## config.mk

```make
export PLATFORM = sky130hd
export DESIGN_NAME = branch_resolver
export DESIGN_NICKNAME = d
export VERILOG_FILES = /design/src/rtl/branch_resolver.sv
export SDC_FILE = /design/constraint.sdc
export NUM_CORES = 1
export LEC_CHECK = 0
export BUFFER_PORTS_ARGS = -buffer_cell sky130_fd_sc_hd__buf_2
export CORE_MARGIN = 4
export CORE_UTILIZATION = 45
export CTS_CLUSTER_SIZE = 20
export DETAILED_ROUTE_END_ITERATION = 7
export PLACE_DENSITY_LB_ADDON = 0.3
export SYNTH_ARGS = -nofsm -noshare
export SYNTH_HDL_FRONTEND = slang
export SYNTH_SLANG_ARGS = --single-unit
```

## constraint.sdc

```tcl
create_clock -name i_saat -period 12.92 [get_ports i_saat]
set_clock_uncertainty 0.15 [all_clocks]
set_input_delay 1.938 -clock i_saat [delete_from_list [all_inputs] [get_ports i_saat]]
set_output_delay 1.938 -clock i_saat [all_outputs]
set_load 0.03 [all_outputs]
```

## src/rtl/branch_resolver.sv

```systemverilog
// Purpose: in-order queue of predicted conditional branches; resolves the head against its operands (stats under BRANCH_RESOLVER_STATS_EN).
// Latency: update/mispredict strobes and corrected PC are registered one cycle after the pop; a mispredict flushes the queue on that edge.
// Backpressure: none; a push into a full queue without a pop is dropped and sets sticky o_hata; a pop while empty is ignored and sets o_hata.
module branch_resolver #(
    parameter int DERINLIK = 4
) (
    input  logic                          i_saat,
    input  logic                          i_reset,
    input  logic                          i_ongoru_gecerli,
    input  logic                          i_ongoru,
    input  logic [31:0]                   i_buyruk_sayaci,
    input  logic [31:0]                   i_buyruk,
    input  logic                          i_coz_gecerli,
    input  logic [31:0]                   i_rs1,
    input  logic [31:0]                   i_rs2,
    output logic                          o_buyruk_atladi,
    output logic                          o_guncelle_gecerli,
    output logic                          o_ongoru_yanlis,
    output logic [31:0]                   o_dogru_adres,
    output logic                          o_dolu,
    output logic                          o_bos,
    output logic [$clog2(DERINLIK):0]     o_doluluk,
    output logic                          o_hata,
    output logic [31:0]                   o_toplam_dallanma,
    output logic [31:0]                   o_yanlis_sayisi
);
    localparam int AW = $clog2(DERINLIK);
    localparam int CW = AW + 1;

    typedef struct packed {
        logic [31:0] pc;
        logic        ongoru;
        logic [2:0]  funct3;
        logic [31:0] imm;
    } giris_t;

    giris_t        kuyruk [DERINLIK];
    logic [AW-1:0] yaz_ptr;
    logic [AW-1:0] oku_ptr;
    logic [CW-1:0] sayac;

    giris_t        yeni;
    giris_t        bas;
    logic          bos;
    logic          dolu;
    logic          pop_ok;
    logic          push_ok;
    logic          atladi;
    logic          kural_disi;
    logic          yanlis;
    logic          hata_set;
    logic [31:0]   hedef;

    // Only funct3 and the B-type immediate bits are kept; the register fields are unused here.
    logic unused_buyruk;
    assign unused_buyruk = ^{i_buyruk[24:15], i_buyruk[6:0]};

    always_comb begin
        yeni        = '0;
        yeni.pc     = i_buyruk_sayaci;
        yeni.ongoru = i_ongoru;
        yeni.funct3 = i_buyruk[14:12];
        yeni.imm    = {{20{i_buyruk[31]}}, i_buyruk[7], i_buyruk[30:25], i_buyruk[11:8], 1'b0};
    end

    assign bos    = (sayac == '0);
    assign dolu   = (sayac == CW'(DERINLIK));
    assign bas    = kuyruk[oku_ptr];
    assign pop_ok = i_coz_gecerli && !bos;

    always_comb begin
        atladi     = 1'b0;
        kural_disi = 1'b0;
        case (bas.funct3)
            3'b000:  atladi = (i_rs1 == i_rs2);
            3'b001:  atladi = (i_rs1 != i_rs2);
            3'b100:  atladi = ($signed(i_rs1) <  $signed(i_rs2));
            3'b101:  atladi = ($signed(i_rs1) >= $signed(i_rs2));
            3'b110:  atladi = (i_rs1 <  i_rs2);
            3'b111:  atladi = (i_rs1 >= i_rs2);
            default: kural_disi = 1'b1;
        endcase
    end

    assign hedef  = atladi ? (bas.pc + bas.imm) : (bas.pc + 32'd4);
    assign yanlis = pop_ok && (atladi != bas.ongoru);

    // A push in the mispredicting cycle is wrong-path and never enters the queue.
    assign push_ok  = i_ongoru_gecerli && (!dolu || pop_ok) && !yanlis;
    assign hata_set = (i_ongoru_gecerli && dolu && !pop_ok)
                    || (i_coz_gecerli && bos)
                    || (pop_ok && kural_disi);

    always_ff @(posedge i_saat) begin
        if (push_ok) begin
            kuyruk[yaz_ptr] <= yeni;
        end
    end

    always_ff @(posedge i_saat) begin
        if (i_reset) begin
            yaz_ptr            <= '0;
            oku_ptr            <= '0;
            sayac              <= '0;
            o_buyruk_atladi    <= 1'b0;
            o_guncelle_gecerli <= 1'b0;
            o_ongoru_yanlis    <= 1'b0;
            o_dogru_adres      <= '0;
            o_hata             <= 1'b0;
        end else begin
            o_guncelle_gecerli <= pop_ok;
            o_ongoru_yanlis    <= yanlis;
            if (pop_ok) begin
                o_buyruk_atladi <= atladi;
                o_dogru_adres   <= hedef;
            end
            if (hata_set) begin
                o_hata <= 1'b1;
            end
            if (yanlis) begin
                yaz_ptr <= '0;
                oku_ptr <= '0;
                sayac   <= '0;
            end else begin
                if (push_ok) begin
                    yaz_ptr <= yaz_ptr + AW'(1);
                end
                if (pop_ok) begin
                    oku_ptr <= oku_ptr + AW'(1);
                end
                case ({push_ok, pop_ok})
                    2'b10:   sayac <= sayac + CW'(1);
                    2'b01:   sayac <= sayac - CW'(1);
                    default: sayac <= sayac;
                endcase
            end
        end
    end

    assign o_bos     = bos;
    assign o_dolu    = dolu;
    assign o_doluluk = sayac;

`ifdef BRANCH_RESOLVER_STATS_EN
    logic [31:0] toplam_q;
    logic [31:0] yanlis_q;

    always_ff @(posedge i_saat) begin
        if (i_reset) begin
            toplam_q <= '0;
            yanlis_q <= '0;
        end else begin
            if (pop_ok) begin
                toplam_q <= toplam_q + 32'd1;
            end
            if (yanlis) begin
                yanlis_q <= yanlis_q + 32'd1;
            end
        end
    end

    assign o_toplam_dallanma = toplam_q;
    assign o_yanlis_sayisi   = yanlis_q;
`else
    assign o_toplam_dallanma = '0;
    assign o_yanlis_sayisi   = '0;
`endif

endmodule
```

==> results.txt <==
The number of vias per cell after detailed routing is ~5.2. The number of gates given a new drive strength after cts came out at 0. Entering global routing, the biggest net connects between 50 and 60 pins. On the worst path, the slowest cell contributes a delay of 620 ps.

The count of non-filler cells in the finished layout came out at about 1.5k. The total of buffers placed on input and output ports came out at 156. The number of register bits inferred by synthesis is 237.

The placeable core region came out at 26,900 sq um. The DRC violations left is 0. After the first detailed-routing iteration, the DRC count stood at 332. The CTS buffer count is 26. The cell area after synthesis is 12,200 sq um. Across every metal layer, demand over resource in global routing totals 17.2%. The total buffers and inverters traversed by the critical path is 4. Setup repair after global routing left no endpoint under its margin. The initial antenna violation count is 1. In this run the clock root is driven by a clkbuf_16.

The setup TNS after final layout is 0 ps. The worst path in the final design needs a cycle of 5650 ps, including I/O delays and setup. For this run, the leading register cell type out of synthesis is edfxtp_1.

Traced cell by cell, the critical path runs through buf_2 > inv_1 > ha_1 > nand4_1 > nor4_1 > nand2_1 > xnor2_1 > a21oi_1 > a211o_1 > a21oi_4 > buf_4 > xor2_2 > a21boi_1 > and2_2 > buf_4. For this run, asynchronously set or reset flops after synthesis account for 0%. The fraction of synthesized cell area taken by the top area cell type came out at 47.1%. The synthesized netlist contains 60 unique library cells.

The number of placed instances with taps included came out at between 1k and 1.5k. The number of routed nets with antenna violations came out at 0. The buffer count from post-CTS setup fixing is 0.

The number of setup violations in the final report came out at 0. The maximum vdd drop came out at 0.135 mV. The average cell area after synthesis came out at 12.7 sq um. For the pin with the worst max-slew slack, the measured transition is just over 800 ps. Row generation in the floorplan step produced 60 rows. Max-cap violations in this run came to 0.

The clock tree buffer depth came out at 3. By startpoint and endpoint, the worst setup path is classified as input pin to flop. The synthesized instance count came out at 966. The path class of the tightest hold or removal check is flop to flop. After detailed routing, the average wire length per cell comes to 17.7 um. The post-route netlist has 23.3% of its cells at a drive strength greater than 1. The horizontal die dimension is 173 um.

Summing all non-filler instances in the final layout gives an area of 13,900 sq um. The routed layout has between 7k and 8k vias. STA puts the critical path data required time at 12,940 ps. In the layout the commonest cells are edfxtp_1, buf_2, nand2_1. The floorplan step defined a die boundary enclosing 29,900 sq um. The relative slew slack is 44.9%.

In this run the number of H-tree levels came out at 1. The wire-length estimate of the detail-placed layout is 18.2 mm. The count of endpoints failing hold in the final timing report is 0. The static power due to leakage is ~5.5 nW.

The first-pass iteration count of the detailed router came out at 5. After detailed placement, the total cell area comes to 13,100 sq um. The number of fillers in the final layout came out at 2,362. The highest clock frequency the design can meet came out at 0.177 GHz. The flow ran to the end, and the final reports show no timing, DRC or antenna violations. Dividing total power by cell area gives a power density of 225 nW/um^2. In the post-synthesis netlist, the biggest area contributors are edfxtp_1, mux4_2, dfxtp_1.

The share of the core filled with cells in the final layout came out at 51.9%. The final hold slack came out at between 200 and 300 ps. The fraction of the yosys area taken by sequential cells is 54.4%. The residual overflow from global routing came out at 0. Across the whole layout, storage elements account for 6670 sq um.

The die extent in y is approximately 170 um. Yosys mapped a number of flops with a built-in enable equal to 192. After clock tree synthesis, the clock-pin slew on the worst setup and hold paths is ~60 ps. The fraction of the cycle the final worst path needs is a little over two fifths. The final-report max-slew violation count came to 0.

The number of sinks on the clock net is between 200 and 250. The number of top-level pins is 238. The number of nets in the layout came out at 1,332. Once the floorplan was initialized, standard cells occupied 45.6% of the core. Of all nets on the critical path, the largest fanout is 50. The category of the worst setup path capture point is a flop.

TritonCTS built the clock tree. The first global-routing pass estimated 41.6 mm of wire. The hold buffer count at CTS came out at 0. On the critical path, the stage with the largest delay is an instance of buf_4. The library cell used most frequently in the layout, excluding fill and tap cells, is edfxtp_1. Yosys printed 0 warnings. The area of the multi-input gates is between 4000 and 5000 sq um. edfxtp_1 takes more of the synthesized area than any other cell. Clock latency on the worst-skew pair, taken at its later pin, is 550 ps.

The total routed wirelength is approximately 26 mm. The worst endpoint data arrival time is roughly 5700 ps. The cell type with the highest occurrence count on the critical path is buf_4.

The via count of the first global-routing pass is just under 8k. STA classifies the critical path startpoint as an input pin. The cell family contributing the most delay on the critical path is buffers and inverters. The post-synthesis to final-layout area growth came out at 13.8%. The final estimated routing congestion in global placement is ~0.88.
==> power breakdown <==
group / total (W) / switching, W / internal, W
registers: 0.00104 / 0.0000670 / 0.000973
logic: 0.00141 / 0.000855 / 0.000550
clock network: 0.000696 / 0.000298 / 0.000398
==> final timing paths <==
check,end,depth (start not counted),slack (ps),start
worst max-delay path,kuyruk[1][6]$_DFFE_PP_,15,7270,i_rs2[10]
worst min-delay path,o_dogru_adres[20]$_SDFFE_PP0P_,2,300,o_dogru_adres[20]$_SDFFE_PP0P_
worst max register to register,kuyruk[1][6]$_DFFE_PP_,11,7890,flop
worst min register to register,o_dogru_adres[20]$_SDFFE_PP0P_,2,300,o_dogru_adres[20]$_SDFFE_PP0P_
==> sequential cells by signal (all words and copies together), names as in the netlist, named ones only <==
signal / count
yaz_ptr: 2
o_ongoru_yanlis: 1
o_buyruk_atladi: 1
o_doluluk: 3
oku_ptr: 2
o_guncelle_gecerli: 1
o_dogru_adres: 32
o_hata: 1
kuyruk: 192
==> layer usage <==
layer  vias up  track usage, %  wire length (um)
li1       3793               -                 -
met1      3765            21.0             10600
met2       208            31.9             13900
met3        32            2.73              1250
met4         0            3.92               606
met5         -               0                 0
==> cell families after synthesis <==
group           after synthesis  share of synthesized area (%)
simple gates                213                           8.20
flops                       237                           54.4
fa+ha+maj                    70                           7.28
xor+xnor                     58                           4.21
compound gates              178                           9.22
other cells                   1                         0.0306
buf+inv                     152                           7.15
mux                          57                           9.47
==> layout make-up <==
cell class	count	share of cell area [%]
Sequential cell	237	47.9
Multi-Input combinational cell	640	35.5
Timing Repair Buffer	165	6.09
Clock buffer	31	4.87
Tap cell	341	3.06
Inverter	59	1.59
Clock inverter	16	1.02
Antenna cell	1	0.0180
==> worst min-delay path, delay by kind of cell (launching register included) <==
kind	cells	cell delay, ps
AO/OA/AOI/OAI	1	50
flip-flops	1	300
AND/OR/NAND/NOR	1	50
==> synth_stat cells, types with 6 or more instances <==
library cell,count
edfxtp_1,192
nand2_1,82
ha_1,68
buf_4,66
a21oi_1,65
inv_1,59
mux4_2,47
dfxtp_1,45
nor2_1,42
o21ai_0,30
xor2_1,30
xnor2_1,27
nand3_1,19
o211ai_1,18
a21o_1,15
clkbuf_1,15
and2_1,14
nand4_1,14
mux2i_1,9
nand2b_1,9
nor3_1,9
a31oi_1,8
buf_2,6
nor2b_1,6
==> stage by stage <==
stage / setup WS [ps] / power (W)
after global placement: 6730 / 0.00244
after global routing: 6830 / 0.00336
after detailed placement: 6650 / 0.00247
final: 7270 / 0.00314
after floorplan: 7280 / 0.00215
after CTS: 7210 / 0.00317
Note: power is estimated with default switching activity, not from simulation.
